--- src/rtl/modbus_uart_rx.sv ---
// Modbus RTU UART receiver: 8E1 framing, single holding register, t3.5 silence detect.
// Define MODBUS_UART_RX_GLITCH_FILTER_EN to add a 3-sample majority filter after the synchronizer.
module modbus_uart_rx #(
    parameter int CLKS_PER_BIT = 434,
    parameter int SILENCE_BITS = 39
) (
    input  logic       clk,
    input  logic       rst,
    input  logic       rxd,
    input  logic       receiveReq,
    output logic [8:0] dataOut,
    output logic       dataReceived,
    output logic       parityError,
    output logic       overflow,
    output logic       silence
);

    localparam int BAUD_W  = $clog2(CLKS_PER_BIT);
    localparam int SIL_MAX = SILENCE_BITS * CLKS_PER_BIT;
    localparam int SIL_W   = $clog2(SIL_MAX + 1);

    localparam logic [BAUD_W-1:0] HALF_END = BAUD_W'(CLKS_PER_BIT / 2 - 1);
    localparam logic [BAUD_W-1:0] BIT_END  = BAUD_W'(CLKS_PER_BIT - 1);
    localparam logic [SIL_W-1:0]  SIL_TOP  = SIL_W'(SIL_MAX);

    typedef enum logic [2:0] {IDLE, START, DATA, PARITY, STOP} state_t;

    logic              sync_p0;
    logic              sync_p1;
    logic              rxs;
    logic              rxs_prev;
    logic              fall;
    state_t            state;
    state_t            state_nxt;
    logic [BAUD_W-1:0] baud_cnt;
    logic [BAUD_W-1:0] baud_nxt;
    logic [2:0]        bit_cnt;
    logic [2:0]        bit_nxt;
    logic              shift_en;
    logic              par_en;
    logic              deliver_nxt;
    logic              deliver;
    logic [7:0]        shift_reg;
    logic              par_bit;
    logic [SIL_W-1:0]  sil_cnt;

    // Input synchronizer; reset to the idle level so reset never fakes a start edge
    always_ff @(posedge clk) begin
        if (rst) begin
            sync_p0 <= 1'b1;
            sync_p1 <= 1'b1;
        end else begin
            sync_p0 <= rxd;
            sync_p1 <= sync_p0;
        end
    end

`ifdef MODBUS_UART_RX_GLITCH_FILTER_EN
    logic [2:0] filt_p2;

    // Majority of three consecutive samples rejects single-cycle glitches
    always_ff @(posedge clk) begin
        if (rst) begin
            filt_p2 <= 3'b111;
        end else begin
            filt_p2 <= {filt_p2[1:0], sync_p1};
        end
    end

    assign rxs = (filt_p2[0] & filt_p2[1]) | (filt_p2[0] & filt_p2[2]) | (filt_p2[1] & filt_p2[2]);
`else
    assign rxs = sync_p1;
`endif

    always_ff @(posedge clk) begin
        if (rst) begin
            rxs_prev <= 1'b1;
        end else begin
            rxs_prev <= rxs;
        end
    end

    assign fall = rxs_prev & ~rxs;

    always_ff @(posedge clk) begin
        if (rst) begin
            state    <= IDLE;
            baud_cnt <= '0;
            bit_cnt  <= '0;
            deliver  <= 1'b0;
        end else begin
            state    <= state_nxt;
            baud_cnt <= baud_nxt;
            bit_cnt  <= bit_nxt;
            deliver  <= deliver_nxt;
        end
    end

    always_comb begin
        state_nxt   = state;
        baud_nxt    = baud_cnt + 1'b1;
        bit_nxt     = bit_cnt;
        shift_en    = 1'b0;
        par_en      = 1'b0;
        deliver_nxt = 1'b0;
        case (state)
            IDLE: begin
                baud_nxt = '0;
                bit_nxt  = '0;
                if (fall) state_nxt = START;
            end
            START: begin
                // Mid-start-bit recheck; a line back high is a false start
                if (baud_cnt == HALF_END) begin
                    baud_nxt  = '0;
                    state_nxt = rxs ? IDLE : DATA;
                end
            end
            DATA: begin
                if (baud_cnt == BIT_END) begin
                    baud_nxt = '0;
                    shift_en = 1'b1;
                    bit_nxt  = bit_cnt + 3'd1;
                    if (bit_cnt == 3'd7) state_nxt = PARITY;
                end
            end
            PARITY: begin
                if (baud_cnt == BIT_END) begin
                    baud_nxt  = '0;
                    par_en    = 1'b1;
                    state_nxt = STOP;
                end
            end
            STOP: begin
                if (baud_cnt == BIT_END) begin
                    baud_nxt    = '0;
                    deliver_nxt = rxs;
                    state_nxt   = IDLE;
                end
            end
            default: state_nxt = IDLE;
        endcase
    end

    always_ff @(posedge clk) begin
        if (shift_en) shift_reg <= {rxs, shift_reg[7:1]};
        if (par_en)   par_bit   <= rxs;
    end

    // Holding register: a delivery into an occupied, unacknowledged register is dropped
    always_ff @(posedge clk) begin
        if (rst) begin
            dataOut      <= '0;
            dataReceived <= 1'b0;
            parityError  <= 1'b0;
            overflow     <= 1'b0;
        end else if (deliver && (!dataReceived || receiveReq)) begin
            dataOut      <= {par_bit, shift_reg};
            parityError  <= ^{par_bit, shift_reg};
            dataReceived <= 1'b1;
            overflow     <= 1'b0;
        end else if (deliver) begin
            overflow     <= 1'b1;
        end else if (receiveReq && dataReceived) begin
            dataReceived <= 1'b0;
            parityError  <= 1'b0;
            overflow     <= 1'b0;
        end
    end

    // Silence counter holds during a break (rxs low in IDLE) and is zero throughout a frame
    always_ff @(posedge clk) begin
        if (rst) begin
            sil_cnt <= '0;
        end else if (state != IDLE || fall) begin
            sil_cnt <= '0;
        end else if (rxs && sil_cnt != SIL_TOP) begin
            sil_cnt <= sil_cnt + 1'b1;
        end
    end

    assign silence = (sil_cnt == SIL_TOP);

endmodule

--- config.mk ---
export PLATFORM = sky130hd
export DESIGN_NAME = modbus_uart_rx
export DESIGN_NICKNAME = d
export VERILOG_FILES = /design/src/rtl/modbus_uart_rx.sv
export SDC_FILE = /design/constraint.sdc
export NUM_CORES = 1
export LEC_CHECK = 0
export ABC_AREA = 1
export BUFFER_PORTS_ARGS = -buffer_cell sky130_fd_sc_hd__buf_2
export CAP_MARGIN = 20
export CORE_MARGIN = 1.5
export CORE_UTILIZATION = 53
export DETAILED_ROUTE_END_ITERATION = 10
export GPL_TIMING_DRIVEN = 0
export MAX_ROUTING_LAYER = met4
export PLACE_DENSITY = 0.7
export SLEW_MARGIN = 20
export SYNTH_ARGS = -nofsm -noshare
export SYNTH_HDL_FRONTEND = slang
export SYNTH_SLANG_ARGS = --single-unit
--- constraint.sdc ---
create_clock -name clk -period 1.6 [get_ports clk]
set_input_delay 0 -clock clk [delete_from_list [all_inputs] [get_ports clk]]
set_output_delay 0 -clock clk [all_outputs]
set_load 0.02 [all_outputs]
# ---- Yosys cells after proc, flatten, opt, wreduce, memory -nomap -nowiden
# Index checks and enable logic that the tools add are counted.
dict set report word_totals {
  word_cells 77
  regBits 55
  output_inout_bits 13
}
dict set report op_classes {
  n_addsub 3
  eq_ne 16
  reduce_logical 19
  n_mux 21
  bitwise_logic 4
}
# cell n
set ops {}
lappend ops {{one-hot mux 9 bit (3 select lines)} 1}
lappend ops {{two-way mux 3 bit} 7}
lappend ops {{two-way mux 9 bit} 2}
lappend ops {{adder 15 x 1 -> 15 bit, second input constant} 1}
lappend ops {{== test 15 bit, second input constant} 1}
lappend ops {{!= test 15 bit, second input constant} 1}
lappend ops {{one-hot mux 3 bit (5 select lines)} 1}
lappend ops {{!= test 2 bit, second input constant} 6}
lappend ops {{adder 9 x 1 -> 9 bit, second input constant} 1}
lappend ops {{== test 9 x 8 -> 1 bit, second input constant} 1}
lappend ops {{== test 9 bit, second input constant} 1}
lappend ops {{XOR reduction 9 bit} 1}
lappend ops {{two-way mux 1 bit} 8}
lappend ops {{== test 3 x 2 -> 1 bit, second input constant} 2}
lappend ops {{== test 3 bit, second input constant} 2}
lappend ops {{one-hot mux 3 bit (2 select lines)} 1}
lappend ops {{AND reduction 6 bit} 1}
lappend ops {{nonzero test 2 bit} 3}
lappend ops {{OR reduction 3 bit} 2}
lappend ops {{AND reduction 2 bit} 2}
lappend ops {{OR reduction 2 bit} 2}
lappend ops {{adder 3 x 1 -> 3 bit, second input constant} 1}
lappend ops {{== test 3 x 1 -> 1 bit, second input constant} 1}
lappend ops {{logical AND 1 bit} 3}
lappend ops {{other kinds (8)} 11}

# ---- Logic depth before layout (Yosys ltp)
dict set report depth {
  ltp_word 5
  ltp_mapped 11
  ltp_nobuf 11
}

# ---- Least setup slack after synthesis
# Ideal clock, no wire load.
dict set report synth_timing {
  path_type {register -> register}
  start {reg sil_cnt[0]}
  end {reg sil_cnt[1]}
  setup_time_ps 113
  required_ps 1487
  setup_slack_ps 264
  arrival_time_ps 1223
  path_buffers 1
  stages_incl_launch_ff 11
  path_cell_list {dfxtp_1 > inv_1 > ha_1 > nand3_1 > nor2_1 > nand2_2 > nand2_4 > inv_2 > buf_6 > nor2_1 > nor2_1}
}
dict set report synth_via {
  elab_chain_len 2
  elab_cells_between_ends 3
  cone_classes {add/sub (1); eq/ne (1); reduce/logical (1)}
}
# element line_no
set synth_lines {}
lappend synth_lines {{from (decl)} 45} ;# logic [SIL_W-1:0] sil_cnt;
lappend synth_lines {{from (signal assigned)} 178} ;# sil_cnt <= sil_cnt + 1'b1;
lappend synth_lines {{branches (longest 2 deep; another with adder 15 x 1 -> 15 bit)} n/a}
# Parallel ways; which one is timed is not known.
# A chain may end at the register's enable or synchronous reset.

# ---- Worst setup path in the final report
# Same ends and word-level chain as after synthesis.

==> results.yml <==
critical_path:
  cp.arrival_ps: 1670
  crit_slowest_cell: "dfxtp_2"
  path_max_fanout: 10
  rrSetupSlack_ps: 130
  slowest_delay_ps: 340
  start_kind: "flip-flop"
  cp_common_cell: "nor2_1"
  endpoint_kind: "flip-flop"
  crit_chain: "inv_2, ha_1, nand3_1, nor2_1, nand2_2, nand2_4, inv_4, buf_6, nor2_1, nor2_1"
  worstSetupPathType: "reg -> reg"
  worstPathRequired_ps: 1810
run_status:
  status: "complete, no violations"
timing:
  worst_pin_slew_ps: 462
  maxSlewHeadroom_pct: 69.2
  fin_crit_sh_pct: 91.6
  skew_ps: 10.7
  finalHoldViolCount: 0
  rsz0062_at_grt: "no"
  post-route-min-period_ps: 1470
  finalMaxSlewViolations: 0
  setup_tns_ps: 0
  fmax_ghz: 0.683
  final-setup-viol-count: 0
place:
  placed_cell_area_um2: 2930
  dpl.hpwl_mm: 3.96
  io_buffer_count: 15
  globalplace.congestion: 0.855
floorplan:
  io_pins: 17
  die_w_um: 75.2
  start_util_pct: 54.5
  row_count: 26
  die-height_um: 75.2
  core_area_um2: 5070
  dieArea_um2: 5660
grt:
  grt_overflow: 0
  grt_pass1_wl_mm: 8.91
  antenna_found_initial: 0
  grt_max_degree: 19
  grt_pass1_vias: 2084
  grt_use_total_pct: 21.2
logic_synthesis:
  ys_seq_elements: 55
  yosysMostFrequentCell: "nand2_1"
  synth_edf_count: 9
  netlist_top_cells_area: "dfxtp_1, nand2_1, edfxtp_1"
  yosys-top-cells-count: "nand2_1, dfxtp_1, inv_1"
  synthArstFlopShare_pct: 0
  synth_ff_type: "dfxtp_1"
  synth.yosys.seq_area_share_pct: 43.1
  synth_top_area_share_pct: 33.3
  synth.distinct_cells: 32
  synth_area_um2: 2770
  yosys_warnings: 0
  synth.net_count: 393
  netlist_instances: 382
  postSynthAreaPerCell_um2: 7.24
  synth_top_cell_by_area: "dfxtp_1"
detailed_routing:
  dr.pass1.iters: 4
  wl_met1_mm: 2.63
  drtIter0Drc: 85
  avgViaCountPerCell: 4.98
  met3_length_um: 169
  drc_errors: 0
  wl_mm: 5.48
  routed.top_layer: "met4"
  ant_nets: 0
  wl_per_cell_um: 11.4
  vias: 2395
  wl_met2_mm: 2.65
layout:
  syn2layout_area_growth_pct: 12.7
  regMostFlops: "sil_cnt"
  final_core_util_pct: 61.4
  design_area_um2: 3120
  antenna_cells: 0
  largest_reg_flops: 15
  top_regs: "sil_cnt (15), baud_cnt (9), dataOut (9)"
  nets: 421
  drive_gt1_share_pct: 14.6
cts:
  cts_made_buffers: 5
  path_clk_slew_ps: 100
  cts.path.max_buffers: 2
  cts.sinks: 55
  cts_root_buf: "clkbuf_8"
  clk_latency_ps: 310
  cts_tree: "done"
  htree_num_levels: 2
power_and_ir_drop:
  p_per_area_nw_per_um2: 1030
  finalPower_mw: 3.21
  ir_drop_v: 0.000669
  leakagePower_nw: 1.35
flow_run:
  max-cap-violations: 0
worst_hold_path:
  hold_path.class: "in -> reg"
[per-stage QoR]
stage	hold WS (ps)	setup WS, ps	std cells
floorplan	104	264	382
CTS	87.0	41.5	477
finish	104	135	481
global placement	187	87.1	467
detailed placement	193	61.9	467
global route	131	2.94	481
[power by group]
group,internal [mW],switching (mW),total [mW]
registers,1.47,0.0670,1.54
clock network,0.412,0.475,0.888
logic,0.261,0.521,0.782
[path summary, 6_finish.rpt]
path,start,cells past startpoint,endpoint
worst min register to register,sync_p0$_SDFF_PP1_,1,rxs$_SDFF_PP1_
worst max register to register,sil_cnt[0]$_SDFFE_PP0P_,10,sil_cnt[1]$_SDFFE_PP0P_
worst min-delay path,rst,2,dataReceived$_SDFFE_PP0P_
worst max-delay path,sil_cnt[0]$_SDFFE_PP0P_,10,sil_cnt[1]$_SDFFE_PP0P_
[layout make-up]
| type | count | area, um^2 |
|---|---|---|
| clock buffer | 6 | 93.8 |
| sequential | 55 | 1190 |
| buffer | 6 | 48.8 |
| clock inverter | 2 | 17.5 |
| timing repair buffer | 20 | 118 |
| inverter | 46 | 179 |
| tap | 70 | 87.6 |
| multi-input combinational | 276 | 1380 |
| fill | 501 | 1960 |
[routing by layer]
metal	up-vias	global-route usage, %
li1	1268	-
met1	1096	26.7
met2	29	34.4
met3	2	4.42
met4	0	5.95
met5	-	-
[placed cells by master (no fill, tap or decap), types with 2 or more instances in the layout]
cell and n:
a21oi_1 29, buf_2 16, buf_4 4, clkbuf_8 6, dfxtp_1 44, dfxtp_2 2, dlygate4sd3_1 2, edfxtp_1 9
ha_1 7, inv_1 40, inv_2 4, nand2_1 119, nand2_2 4, nand3_1 17, nand3b_1 2, nand4_1 7
nor2_1 38, nor2_2 6, nor3_1 10, nor3_2 3, o21ai_0 10, or2_2 2, xnor2_1 2, xor2_1 11
[kinds of logic (layout without fill, tap and decap cells)]
group	count (synthesis)	after routing	share of synthesized area, %
AND/OR/NAND/NOR	213	213	33.5
XOR/XNOR	13	13	4.12
flip-flops	55	55	43.1
buffers and inverters	52	80	7.92
AO/OA/AOI/OAI	42	43	8.19
adder cells (fa/ha/maj)	7	7	3.17
[repair_timing]
action                                  in CTS  in global routing
endpoints found under the setup margin       0                 31
resized for setup                            0                 13
endpoints found under the hold margin        2                  0
buffers inserted                             0                  3
hold buffers                                 2                  0
[worst max-delay path: cells and delay by family, from the launching register on]
kind	cells	cell delay (ps)
flops	1	340
fa+ha+maj	1	170
simple gates	6	570
buf+inv	3	300
No activity file was read; power rests on OpenSTA's default activity.
